`config.mk`:
```
export PLATFORM = sky130hd
export DESIGN_NAME = pool_window_unit
export DESIGN_NICKNAME = d
export VERILOG_FILES = /design/src/rtl/pool_window_unit.sv
export SDC_FILE = /design/constraint.sdc
export NUM_CORES = 1
export LEC_CHECK = 0
export ABC_AREA = 1
export ABC_CLOCK_PERIOD_IN_PS = 7900
export BUFFER_PORTS_ARGS = -buffer_cell sky130_fd_sc_hd__buf_2
export CORE_MARGIN = 1
export CORE_UTILIZATION = 30
export DETAILED_ROUTE_END_ITERATION = 10
export RECOVER_POWER = 25
export SLEW_MARGIN = 20
export SYNTH_ARGS = -nofsm -noshare
export SYNTH_HDL_FRONTEND = slang
export SYNTH_SLANG_ARGS = --single-unit
```
`constraint.sdc`:
```
create_clock -name clk -period 7.9 [get_ports clk]
set_input_delay 0.395 -clock clk [delete_from_list [all_inputs] [get_ports clk]]
set_output_delay 0.395 -clock clk [all_outputs]
set_load 0.01 [all_outputs]
```
`src/rtl/pool_window_unit.sv`:
```
// pool_window_unit
// Per-PE pooling datapath fed by the pool controller's raster pixel stream.
// Produces one result per non-overlapping pool_horiz x pool_vert window,
// 1 cycle after the pixel that completes the window.
// A horizontal running value is kept in hmax_r. Partial column results for
// the current band of rows are kept in pbuf, one entry per window column.
// Trailing columns and rows that do not fill a whole window are dropped.
// Build option: define POOL_AVG_EN to add the pool_avg port.
//   With pool_avg=1, the max is replaced by a widened sum.
//   The sum is then scaled by >>> log2(window area).
module pool_window_unit #(
  parameter int DATA_W   = 16,
  parameter int MAX_ROW  = 64,
  parameter int MAX_POOL = 8
) (
  input  logic              clk,
  input  logic              rst,
  input  logic              pool_enable,
  input  logic              line_buffer_reset,
  input  logic              shift_in,
  input  logic [DATA_W-1:0] data_in,
  input  logic [15:0]       row_length,
  input  logic [7:0]        pool_horiz,
  input  logic [7:0]        pool_vert,
`ifdef POOL_AVG_EN
  input  logic              pool_avg,
`endif
  output logic [DATA_W-1:0] data_out,
  output logic              out_valid,
  output logic [15:0]       out_cnt,
  output logic              cfg_err
);

  // Partial values are widened in average mode so a full 8x8 sum cannot overflow.
`ifdef POOL_AVG_EN
  localparam int PW = DATA_W + 6;
`else
  localparam int PW = DATA_W;
`endif
  localparam int          WCW        = (MAX_ROW > 1) ? $clog2(MAX_ROW) : 1;
  localparam logic [15:0] MAX_ROW_V  = 16'(MAX_ROW);
  localparam logic [7:0]  MAX_POOL_V = 8'(MAX_POOL);

  typedef enum logic [1:0] {
    ST_CLEAR = 2'd0,
    ST_RUN   = 2'd1,
    ST_ERR   = 2'd2
  } state_t;

  // Combine two partial values.
  // In sum mode the values are added; otherwise the signed maximum is kept.
  // Ties may return either operand, because both give the same value.
  function automatic logic signed [PW-1:0] merge(input logic signed [PW-1:0] a,
                                                 input logic signed [PW-1:0] b,
                                                 input logic             sum_mode);
    logic signed [PW-1:0] r;
    if (sum_mode) begin
      r = a + b;
    end else if (a > b) begin
      r = a;
    end else begin
      r = b;
    end
    return r;
  endfunction

`ifdef POOL_AVG_EN
  // Index of the highest set bit; equals log2 when the value is a power of two.
  function automatic logic [3:0] log2_pow2(input logic [15:0] v);
    logic [3:0] r;
    r = 4'd0;
    for (int i = 0; i < 16; i++) begin
      if (v[i]) begin
        r = 4'(i);
      end else begin
        r = r;
      end
    end
    return r;
  endfunction
`endif

  state_t               state_r;
  logic [15:0]          col_r;
  logic [7:0]           h_cnt_r;
  logic [7:0]           v_cnt_r;
  logic [WCW-1:0]       wcol_r;
  logic signed [PW-1:0] hmax_r;
  logic signed [PW-1:0] pbuf [0:MAX_ROW-1];

  logic                 sum_mode_s;
  logic                 cfg_ok_s;
  logic                 run_ok_s;
  logic                 accept_s;
  logic                 h_first_s;
  logic                 h_done_s;
  logic                 v_first_s;
  logic                 v_last_s;
  logic                 row_end_s;
  logic                 emit_s;
  logic signed [PW-1:0] pix_s;
  logic signed [PW-1:0] h_val_s;
  logic signed [PW-1:0] pbuf_rd_s;
  logic signed [PW-1:0] comb_s;
  logic signed [PW-1:0] scaled_s;
  logic [DATA_W-1:0]    result_s;
`ifdef POOL_AVG_EN
  logic [15:0]          area_s;
  logic [3:0]           area_log2_s;
`endif

  // Configuration legality check.
  // The result is sampled when line_buffer_reset drops.
  always_comb begin
    cfg_ok_s = 1'b1;
    if ((pool_horiz == 8'd0) || (pool_vert == 8'd0)) begin
      cfg_ok_s = 1'b0;
    end else if ((pool_horiz > MAX_POOL_V) || (pool_vert > MAX_POOL_V)) begin
      cfg_ok_s = 1'b0;
    end else if (row_length > MAX_ROW_V) begin
      cfg_ok_s = 1'b0;
    end else if (row_length < {8'd0, pool_horiz}) begin
      cfg_ok_s = 1'b0;
    end else begin
      cfg_ok_s = 1'b1;
    end
`ifdef POOL_AVG_EN
    sum_mode_s  = pool_avg;
    area_s      = {8'd0, pool_horiz} * {8'd0, pool_vert};
    area_log2_s = log2_pow2(area_s);
    // Averaging divides by a shift, so the window area must be a power of two.
    cfg_ok_s    = cfg_ok_s & ~(pool_avg & ((area_s & (area_s - 16'd1)) != 16'd0));
`else
    sum_mode_s  = 1'b0;
`endif
  end

  // Pixel acceptance, window position decode and the horizontal/vertical combine.
  always_comb begin
    // The first cycle after a legal clear already counts as running.
    // This avoids a dead cycle after line_buffer_reset drops.
    run_ok_s  = (state_r == ST_RUN) || ((state_r == ST_CLEAR) && cfg_ok_s);
    accept_s  = shift_in & pool_enable & ~line_buffer_reset & run_ok_s;
    h_first_s = (h_cnt_r == 8'd0);
    h_done_s  = (h_cnt_r == (pool_horiz - 8'd1));
    v_first_s = (v_cnt_r == 8'd0);
    v_last_s  = (v_cnt_r == (pool_vert - 8'd1));
    row_end_s = (col_r == (row_length - 16'd1));
    pix_s     = PW'($signed(data_in));
    pbuf_rd_s = pbuf[wcol_r];
    if (h_first_s) begin
      h_val_s = pix_s;
    end else begin
      h_val_s = merge(hmax_r, pix_s, sum_mode_s);
    end
    // On the top row of a band the buffered entry is stale and is ignored.
    // This also makes a pool_vert=1 result equal to the horizontal value.
    if (v_first_s) begin
      comb_s = h_val_s;
    end else begin
      comb_s = merge(pbuf_rd_s, h_val_s, sum_mode_s);
    end
`ifdef POOL_AVG_EN
    if (sum_mode_s) begin
      scaled_s = comb_s >>> area_log2_s;
    end else begin
      scaled_s = comb_s;
    end
`else
    scaled_s = comb_s;
`endif
    result_s = DATA_W'(scaled_s);
    emit_s   = accept_s & h_done_s & v_last_s;
  end

  // Control FSM, window counters, horizontal running value and registered outputs.
  always_ff @(posedge clk or posedge rst) begin
    if (rst) begin
      state_r   <= ST_CLEAR;
      col_r     <= 16'd0;
      h_cnt_r   <= 8'd0;
      v_cnt_r   <= 8'd0;
      wcol_r    <= {WCW{1'b0}};
      hmax_r    <= {PW{1'b0}};
      data_out  <= {DATA_W{1'b0}};
      out_valid <= 1'b0;
      out_cnt   <= 16'd0;
      cfg_err   <= 1'b0;
    end else if (line_buffer_reset) begin
      // Clear wins over a pixel presented in the same cycle.
      // data_out keeps its last value.
      state_r   <= ST_CLEAR;
      col_r     <= 16'd0;
      h_cnt_r   <= 8'd0;
      v_cnt_r   <= 8'd0;
      wcol_r    <= {WCW{1'b0}};
      hmax_r    <= {PW{1'b0}};
      out_valid <= 1'b0;
      out_cnt   <= 16'd0;
      cfg_err   <= 1'b0;
    end else begin
      case (state_r)
        ST_CLEAR: begin
          if (cfg_ok_s) begin
            state_r <= ST_RUN;
            cfg_err <= 1'b0;
          end else begin
            state_r <= ST_ERR;
            cfg_err <= 1'b1;
          end
        end
        ST_RUN: begin
          state_r <= ST_RUN;
          cfg_err <= 1'b0;
        end
        ST_ERR: begin
          state_r <= ST_ERR;
          cfg_err <= 1'b1;
        end
        default: begin
          state_r <= ST_CLEAR;
          cfg_err <= 1'b0;
        end
      endcase

      out_valid <= emit_s;
      if (emit_s) begin
        data_out <= result_s;
        out_cnt  <= out_cnt + 16'd1;
      end

      if (accept_s) begin
        hmax_r <= h_val_s;
        if (row_end_s) begin
          col_r   <= 16'd0;
          h_cnt_r <= 8'd0;
          wcol_r  <= {WCW{1'b0}};
          // Trailing rows that do not fill a band are folded into the next wrap.
          // They are never emitted.
          if (v_last_s) begin
            v_cnt_r <= 8'd0;
          end else begin
            v_cnt_r <= v_cnt_r + 8'd1;
          end
        end else begin
          col_r <= col_r + 16'd1;
          // A trailing partial window never reaches h_done before the row ends.
          // Its pixels therefore never reach pbuf.
          if (h_done_s) begin
            h_cnt_r <= 8'd0;
            wcol_r  <= wcol_r + WCW'(1);
          end else begin
            h_cnt_r <= h_cnt_r + 8'd1;
          end
        end
      end
    end
  end

  // Partial column buffer.
  // Each window column's entry is written when its horizontal span completes.
  always_ff @(posedge clk) begin
    if (accept_s && h_done_s) begin
      pbuf[wcol_r] <= comb_s;
    end
  end

endmodule

```
; Word level (Yosys, flattened, before mapping)
; Memory sizes are Yosys's and may differ from the RTL's.
; Index checks and enable logic that the tools add are counted.
[classes]
add_sub_neg = 8
magnitude_cmp = 6
n_eq_ne = 5
n_mux = 36
n_bitwise = 6
reduce_logical = 17
[op_table]
columns = operator, n
row1 = two-way mux 16 bit, 11
row2 = two-way mux 8 bit, 8
row3 = "adder 16 x 1 -> 16 bit, second input constant", 2
row4 = greater-than comparator 16 bit, 2
row5 = logical NOT 8 bit, 4
row6 = two-way mux 6 bit, 4
row7 = "adder 8 x 1 -> 8 bit, second input constant", 2
row8 = equality test 16 bit, 1
row9 = equality test 8 bit, 2
row10 = "greater-than comparator 16 x 7 -> 1 bit, second input constant", 1
row11 = "greater-than comparator 8 x 4 -> 1 bit, second input constant", 2
row12 = < comparator 16 x 8 -> 1 bit, 1
row13 = "subtractor 16 x 1 -> 16 bit, second input constant", 1
row14 = "subtractor 8 x 1 -> 8 bit, second input constant", 2
row15 = two-way mux 1 bit, 9
row16 = "adder 6 x 1 -> 6 bit, second input constant", 1
row17 = one-hot mux 2 bit (3 select lines), 1
row18 = AND reduction 2 bit, 3
row19 = nonzero test 2 bit, 3
row20 = bitwise AND 1 bit, 5
row21 = two-way mux 2 bit, 2
row22 = logical OR 1 bit, 3
row23 = nonzero test 3 bit, 1
row24 = "equality test 2 x 1 -> 1 bit, second input constant", 1
row25 = 5 further kinds, 6
[word_totals]
ff_bits = 90
ramBits = 1024
input_bits = 53
output_inout_bits = 34
word_cells = 89
n_memories = 1
[memory_table]
columns = memory, words, word_bits, rd, rd_clocked_by_memory_dff, write_ports, line_no
row1 = pbuf, 64, 16, 1, 0, 1, 89  ; logic signed [PW-1:0] pbuf [0:MAX_ROW-1];

; Logic depth before layout (Yosys ltp)
; Gate-level depths: netlist (run 1).
[logic_depth]
depth_word = 12
mapped_depth = 33

; Least setup slack after synthesis (run 1)
; No wires, ideal clock.
[synth_timing]
path_kind = register to register
from = register wcol_r[1]
to = memory pbuf[0][10] (netlist bit), data pin
setup_time_ps = 367
t_arrival_ps = 4315
required_time_ps = 7533
slack_ps = 3217
stages_incl_launch_ff = 21
n_path_buf = 6
period_less_slack_ps = 4683
path_cell_list = dfrtp_1 > buf_4 > inv_2 > nor3_1 > buf_2 > buf_2 > buf_1 > a221oi_1 > nand3_1 > a22o_1 > nor4_1 > inv_1 > ha_1 > nand4_1 > nor3_1 > nand4_1 > o32a_1 > buf_2 > buf_2 > nand3_1 > and2_1
[synth_between]
elab_chain_len = 4
[synth_rtl]
columns = item, line_no
row1 = from (decl), 87  ; logic [WCW-1:0] wcol_r;
row2 = from (signal assigned), 183  ; wcol_r <= {WCW{1'b0}};
row3 = from (signal assigned), 196  ; wcol_r <= {WCW{1'b0}};
row4 = from (signal assigned), 237  ; wcol_r <= {WCW{1'b0}};
row5 = memory (64 x 16 bit) (*), -
row6 = greater-than comparator 16 bit, 59  ; end else if (a > b) begin
row7 = two-way mux 16 bit (*), 59
row8 = two-way mux 16 bit (*), 158  ; if (v_first_s) begin
row9 = via comb_s[10], 104  ; logic signed [PW-1:0] comb_s;
row10 = to (decl), 89
; Mark *: on every way through the listed nets, which the timed path passes. The rest lies on a longest branch.

; Worst setup path in the final report (run 1)
[layout_timing]
from = register wcol_r[2]
to = memory pbuf[63][5] (netlist bit), data pin
; Same word-level chain as after synthesis.

==> summary.md, run 1 <==
| Metric | Value |
|---|---|
| Most used cell, CP | nand2_1 |
| Fill count | 14154 |
| Worst vdd ir | 0.1957 mV |
| Initial antenna violation count | 3 |
| Synth-to-layout area growth | 16.03% |
| Vert. Die Dim | 387.4 µm |
| Final Hold Viols | 0 |
| Period Utilization, post-route | 0.8888 |
| CP cell instances | inv_2, nand3_2, inv_4, buf_4, a22o_1, a221oi_1, nand4_1, nand2_1, nand2_1, nor4_1, inv_1, ha_1, nand2_1, nor2_1, nand4_1, o32a_1, nand2_4, nand2_1, and2_2, buf_4 |
| Mapped cell area | 44550 µm² |
| Number of port buffers | 86 |
| Flip-flop and latch count after synthesis | 1114 |
| Multi-input gate area | 10450 µm² |
| CTS Sinks | 1114 |
| Placer Congestion | 0.9466 |
| Hold Startpoint | line_buffer_reset |
| Mean routed wirelength per cell | 23.54 µm |
| Ys async rst share | 0.08079 |
| Core footprint | 147500 µm² |
| Worst slew margin relative to its limit | -0.8929 |
| Hpwl dp | 76.32 mm |
| Yosys cell types | 47 |
| Total of warnings raised by yosys | 0 |
| GR Util met2 | 0.2651 |
| Worst R2R End | pbuf[63][5]$_DFFE_PP_ |
| Startpoint types | register |
| Final slew viol count | 163 |
| Synth area leaders | edfxtp_1, nand2_1, dfrtp_1, a22oi_1, a221oi_1 |
| Reg2Reg Setup Slack | 0.88 ns |
| Met1 Usage GRT | 0.2367 |
| Routed Antenna Nets | 0 |
| Clock Pin Slew Worst Setup and Hold Paths | 0.07 ns |
| Clk root buf | clkbuf_16 |
| CTS tree | done |
| PwrDens | 279.6 nW/µm² |
| EDFF count, synth | 1024 |
| Overflow after GRT | 0 |
| Share of the synthesized area in the top cell type | 0.6902 |
| Worst Hold End | state_r[0]$_DFF_PP0_ |
| Worst Path Buf+Inv | 5 |
| First-pass GRT wire length | 188.4 mm |
| Die Area | 150000 µm² |
| Critical-path top delay cell | nor4_1 |
| Crit-path max cell delay | 1.08 ns |
| RSZ-0062 raised after global routing | false |
| Depth of the most critical reg-to-reg path | 20 |
| Share of layout cells above drive strength 1 | 0.1054 |
| Sequential share of the synthesized area | 0.7408 |
| CTS buffer count | 112 |
| Worst setup EP type | register |
| Synthesized area per cell | 13.59 µm² |
| Worst skew pair latency | 0.70 ns |
| Final hold slack | 0.1711 ns |
| Largest net degree at the start of global routing | 99 |
| DRT Pass-1 Iters | 6 |
| Gates resized, CTS repair | 0 |
| Maxcap violations | 6 |
| Failing checks | capacitance limit, slew limit |
| Crit path max-delay family | simple AND/OR/NAND/NOR gates |
| Critical Path RT | 8.36 ns |
| Leak | 17.58 nW |
| Register Area | 33000 µm² |
| Worst min-delay path class | primary input to register |
| M3 GR Usage | 0.02619 |
| Starting Density | 0.3021 |
| Gate Count Post-Synth | 3277 |
| DRC viols | 0 |
| FMAX | 142.4 MHz |
| Reg-to-Reg Start | wcol_r[2]$_DFFE_PP0P_ |
| Final wirelength | 129.4 mm |
| Worst Path Arrival | 7.48 ns |
| Post-synth top area cell | edfxtp_1 |
| Setup Skew | 0.05274 ns |
| Deepest level of the CTS H-tree | 3 |
| Worst Hold Depth | 2 |
| Slew @ Worst Pin | 2.839 ns |
| Final nets | 3572 |
| Endpoints failing setup | 0 |
| GRT Overall Usage | 0.1684 |
| Die W | 387.4 µm |
| # rows | 141 |
| I/O pin count | 87 |
| Post-synth top flop | edfxtp_1 |
| Status | complete, but fails checks |
| DR iter-0 viols | 3402 |
| Min Clock Period, post-route | 7.022 ns |
| Syn_nets | 3380 |
| Vias in the first global route | 27257 |
| Via density per instance | 5.219 |
| Top Usage Layer GRT | met2 |
| Via Count | 28700 |
| Setup tns final | 0 ns |
| Setup CP Type | register to register |
| Crit path max fanout | 43 |
| Maximum clock path buffer count | 3 |
==> power by group <==
part           switching [W]  internal, W
logic                0.00133     0.000243
registers          0.0000128      0.00747
clock network        0.00224      0.00316
total                0.00358       0.0109
==> final cells by class <==
type                    instances  share of cell area
diodes                          3           0.0001452
multi-input cells            1859              0.2022
clock inverters                73             0.01527
inverters                     154             0.01130
clock buffers                 138             0.05729
flip-flops and latches       1114              0.6384
well taps                    1930             0.04672
repair buffers                228             0.02863
==> cells in the final DEF, fill, tap and decap left out, types with 15 or more instances in the layout <==
cell type	n
a221oi_1	114
a22oi_1	147
nand2_1	758
ha_1	50
bufinv_16	15
nand4_1	111
clkinv_1	33
inv_1	143
dfrtp_1	90
nand3_1	102
a21oi_1	46
xor2_1	52
nor4_1	23
clkinv_2	19
o21ai_0	73
a22o_1	102
buf_2	50
nor2_1	142
nor3_1	35
xnor2_1	20
clkbuf_16	113
clkbuf_1	90
buf_4	96
edfxtp_1	1024
==> flip-flops by register name (all words and copies together), names as in the netlist <==
signal,flops
hmax_r,16
cfg_err,1
data_out,16
wcol_r,6
out_valid,1
col_r,16
h_cnt_r,8
pbuf,1024
v_cnt_r,8
state_r,2
out_cnt,16
==> cells in the mapped netlist, types with 20 or more instances <==
cell      count
o21ai_0      73
xnor2_1      20
nand2_1     758
nand3_1     102
nor3_1       45
dfrtp_1      90
ha_1         50
nor4_1       23
nor2_1      149
a22o_1      102
buf_1        42
inv_1       143
buf_2        23
a22oi_1     147
nand4_1     111
a21oi_1      46
a221oi_1    114
edfxtp_1   1024
xor2_1       52
clkbuf_1     76
==> metal layers <==
metal | wire, µm | vias up
li1 | - | 12628
met1 | 55270 | 14441
met2 | 58860 | 1414
met3 | 11270 | 211
met4 | 4005 | 6
met5 | 36 | -
==> logic make-up after synthesis <==
group | Yosys count | share of synthesized area
AND/OR/NAND/NOR | 1224 | 0.1181
XOR/XNOR | 72 | 0.01416
flip-flops | 1114 | 0.7408
adder cells (fa/ha/maj) | 50 | 0.01404
AO/OA/AOI/OAI | 513 | 0.08572
buffers and inverters | 304 | 0.02724
==> metrics by stage <==
step                      instance area [µm²]  cells  power (W)  setup WS, ns  utilization
final                                   51690   5499    0.01446        0.8782       0.3505
after global routing                    51680   5496    0.01487        0.6744       0.3504
after global placement                  48090   5284   0.009122         1.182       0.3261
after CTS                               51870   5496    0.01453        0.9973       0.3517
after floorplan                         44550   3277   0.008381         3.217            -
after detailed placement                48100   5284   0.009185         1.026       0.3262
==> how the worst max path moves through the flow <==
stage	from	to	slack, ns	depth (start not counted)
after floorplan	wcol_r[1]$_DFFE_PP0P_	pbuf[0][10]$_DFFE_PP_	3.22	20
after global placement	wcol_r[2]$_DFFE_PP0P_	pbuf[10][14]$_DFFE_PP_	1.18	19
after detailed placement	wcol_r[2]$_DFFE_PP0P_	pbuf[12][14]$_DFFE_PP_	1.03	19
after CTS	wcol_r[2]$_DFFE_PP0P_	pbuf[33][14]$_DFFE_PP_	1.0	19
after global routing	wcol_r[2]$_DFFE_PP0P_	pbuf[63][5]$_DFFE_PP_	0.67	20
final	wcol_r[2]$_DFFE_PP0P_	pbuf[63][5]$_DFFE_PP_	0.88	20
==> what timing repair did <==
| item | 4_1_cts | 5_1_grt |
|---|---|---|
| hold buffers | 1 | 0 |
| setup endpoints to repair | 0 | 0 |
| buffers inserted | 0 | 0 |
| endpoints found under the hold margin | 42 | 0 |
Note: power is estimated with default switching activity, not from simulation.
==> inputs of run 2 (changes only) <==
--- a/config.mk
+++ b/config.mk
@@ -6,11 +6,12 @@
 export NUM_CORES = 1
 export LEC_CHECK = 0
 export ABC_AREA = 1
-export ABC_CLOCK_PERIOD_IN_PS = 7900
+export ABC_CLOCK_PERIOD_IN_PS = 6850
 export BUFFER_PORTS_ARGS = -buffer_cell sky130_fd_sc_hd__buf_2
-export CORE_MARGIN = 1
+export CORE_MARGIN = 3
 export CORE_UTILIZATION = 30
 export DETAILED_ROUTE_END_ITERATION = 10
+export PLACE_DENSITY_LB_ADDON = 0.12
 export RECOVER_POWER = 25
 export SLEW_MARGIN = 20
 export SYNTH_ARGS = -nofsm -noshare
==> constraint.sdc (replaced) <==
create_clock -name clk -period 6.85 [get_ports clk]
set_input_delay 0.3425 -clock clk [delete_from_list [all_inputs] [get_ports clk]]
set_output_delay 0.3425 -clock clk [all_outputs]
set_load 0.01 [all_outputs]
==> summary.md, run 2 (synthesis gave the netlist of run 1 again) <==
| Metric | Value |
|---|---|
| Status | complete, but fails checks |
| Failing checks | capacitance limit, slew limit |
| Largest reg by FF count | pbuf |
| Gates resized, CTS repair | 0 (unchanged) |
| Util after Layout | 0.3565 (+0.005982) |
| Sequential share of power | 0.506 (-0.012) |
| Most frequent cells in the layout | edfxtp_1, nand2_1, a22oi_1 |
| Hpwl dp | 91.51 mm (+20%) |
| Die Area | 153200 µm² (+2.1%) |
| CTS Sinks | 1114 (unchanged) |
| Largest net degree at the start of global routing | 65 (-34%) |
| Largest register FFs | 1024 (unchanged) |
| Endpoints failing setup | 0 (unchanged) |
| Worst Path Arrival | 7.04 ns (-0.44 ns) |
| Commonest non-fill, non-tap cell in the layout | edfxtp_1 |
| Worst skew pair latency | 0.76 ns (+0.06 ns) |
| Hold-fix buffers at CTS | 1 (unchanged) |
| P_int | 0.01269 W (+17%) |
| CTS buffer count | 121 (+8.0%) |
| Starting Density | 0.3039 (+0.001794) |
| Crit path max fanout | 43 (unchanged) |
| Slew @ Worst Pin | 3.566 ns (+0.7264 ns) |
| Net Sw Power | 0.004363 W (+22%) |
| Via density per instance | 5.124 (-1.8%) |
| Pre-CTS setup slack | 0.5024 ns (-0.5231 ns) |
| Final hold slack | 0.08845 ns (-0.08266 ns) |
| Worst vdd ir | 0.2529 mV (+29%) |
| Leak | 17.79 nW (+1.2%) |
| Setup tns final | 0 ns (unchanged) |
| Comb power frac | 0.115 (+0.006) |
| Final nets | 3602 (+0.84%) |
| Share of layout cells above drive strength 1 | 0.1202 (+0.01480) |
| DRC viols | 0 (unchanged) |
| Worst slew margin relative to its limit | -1.377 (-0.4843) |
| Initial antenna violation count | 2 (-1) |
| Die W | 391.4 µm (+1.0%) |
| Reg-to-Reg Start | wcol_r[1]$_DFFE_PP0P_ |
| CP startpoint | wcol_r[1]$_DFFE_PP0P_ |
| Maxcap violations | 12 (+6) |
| FMAX | 154.6 MHz (+8.5%) |
| Fill count | 14208 (+0.38%) |
| Number of port buffers | 86 (unchanged) |
| Maximum clock path buffer count | 3 (unchanged) |
| DR iter-0 viols | 2638 (-22%) |
| # rows | 140 (-0.71%) |
| Vert. Die Dim | 391.4 µm (+1.0%) |
| Synth-to-layout area growth | 17.31% |
| Vias in the first global route | 28018 (+2.8%) |
| Final WS setup | 0.3812 ns (-0.4971 ns) |
| Worst min-delay path class | primary input to register |
| PwrDens | 326.3 nW/µm² (+17%) |
| Via Count | 28284 (-1.4%) |
| I/O pin count | 87 (unchanged) |
| Clk root buf | clkbuf_16 |
| Final slew viol count | 266 (+63%) |
| Clock group share of total power | 0.379 (+0.005) |
| Min Clock Period, post-route | 6.469 ns (-0.5529 ns) |
| Final Hold Viols | 0 (unchanged) |
| First-pass GRT wire length | 215.3 mm (+14%) |
| Post-CTS setup buffers | 0 (unchanged) |
| Startpoint types | register |
| Deepest level of the CTS H-tree | 3 (unchanged) |
| Hold Startpoint | line_buffer_reset |
| Final wirelength | 151.7 mm (+17%) |
| Core footprint | 146600 µm² (-0.59%) |
| Worst setup EP type | register |
| Setup Skew | 0.04790 ns (-0.004843 ns) |
| Period Utilization, post-route | 0.9444 (+0.05552) |
| DRT Pass-1 Iters | 7 (+1) |
| Placer Congestion | 0.8542 (-9.8%) |
| Routed Antenna Nets | 0 (unchanged) |
| CTS tree | done |
| Switching Share | 0.2558 (+0.007895) |
| Setup CP Type | register to register |
| RSZ-0062 raised after global routing | false |
| Clock Pin Slew Worst Setup and Hold Paths | 0.06 ns (about the same) |
| GRT Overall Usage | 0.1967 (+0.02829) |
| Critical Path RT | 7.42 ns (-0.94 ns) |
| Final Total Pwr | 0.01706 W (+18%) |
| Overflow after GRT | 0 (unchanged) |
| Mean routed wirelength per cell | 27.48 µm (+17%) |
## run 2: critical path, stage by stage, from the launching register on
cell      delay (ns)
dfrtp_1         0.72
inv_2           0.31
nand3_4         0.15
inv_4           0.32
buf_12          0.31
nand2_1         0.07
nand2_1         0.05
a221oi_1        0.22
nand3_1         0.14
a22o_1          0.31
nor4_1          0.90
inv_1           0.11
ha_1            0.33
nand2_1         0.05
nor3_1          0.30
nand4_1         0.17
o32a_1          0.29
buf_4           0.23
nand3_1         0.11
and2_2          0.76
buf_4           0.34
## run 2: stage by stage
step	instance area (µm²)	cells
after global placement	48570	5292
after floorplan	44550	3277
final	52260	5520
after CTS	52460	5518
after detailed placement	48570	5292
after global routing	52260	5518
## run 2: final timing paths
kind                                            to  slack (ns)  cells after the start
setup / recovery             pbuf[55][8]$_DFFE_PP_        0.38                     20
max in group asynchronous    wcol_r[0]$_DFFE_PP0P_        2.39                      4
hold / removal                state_r[0]$_DFF_PP0_        0.09                      2
hold reg to reg            data_out[7]$_DFFE_PP0P_        0.48                      2
min in group asynchronous  data_out[5]$_DFFE_PP0P_        0.46                      3
setup reg to reg             pbuf[55][8]$_DFFE_PP_        0.38                     20
## run 2: area by class of cell
cell class,instances,area [µm²],share of cell area
clock inverters,77,739.5,0.01415
multi-input cells,1859,10590,0.2026
repair buffers,249,1804,0.03452
flip-flops and latches,1114,33000,0.6314
inverters,154,586.8,0.01123
clock buffers,148,3139,0.06007
well taps,1917,2399,0.04589
diodes,2,5.005,0.00009576
## run 2: per-layer routing
layer / vias up / wire, µm / GRT usage / share of wire
met5: - / 0 / 0 / 0
met3: 181 / 7699 / 0.02695 / 0.051
met2: 766 / 71920 / 0.3224 / 0.47
met1: 14646 / 68450 / 0.2727 / 0.45
met4: 0 / 3602 / 0.05501 / 0.024
li1: 12691 / - / - / -
## run 2: power by group through the flow
stage	clock network (W)	logic (W)	registers [W]
5_1_grt	0.00688	0.00215	0.00864
3_3_place_gp	0	0.00200	0.00878
4_1_cts	0.00662	0.00202	0.00864
6_report	0.00646	0.00196	0.00864
3_5_place_dp	0	0.00201	0.00878
2_1_floorplan	0	0.000852	0.00881
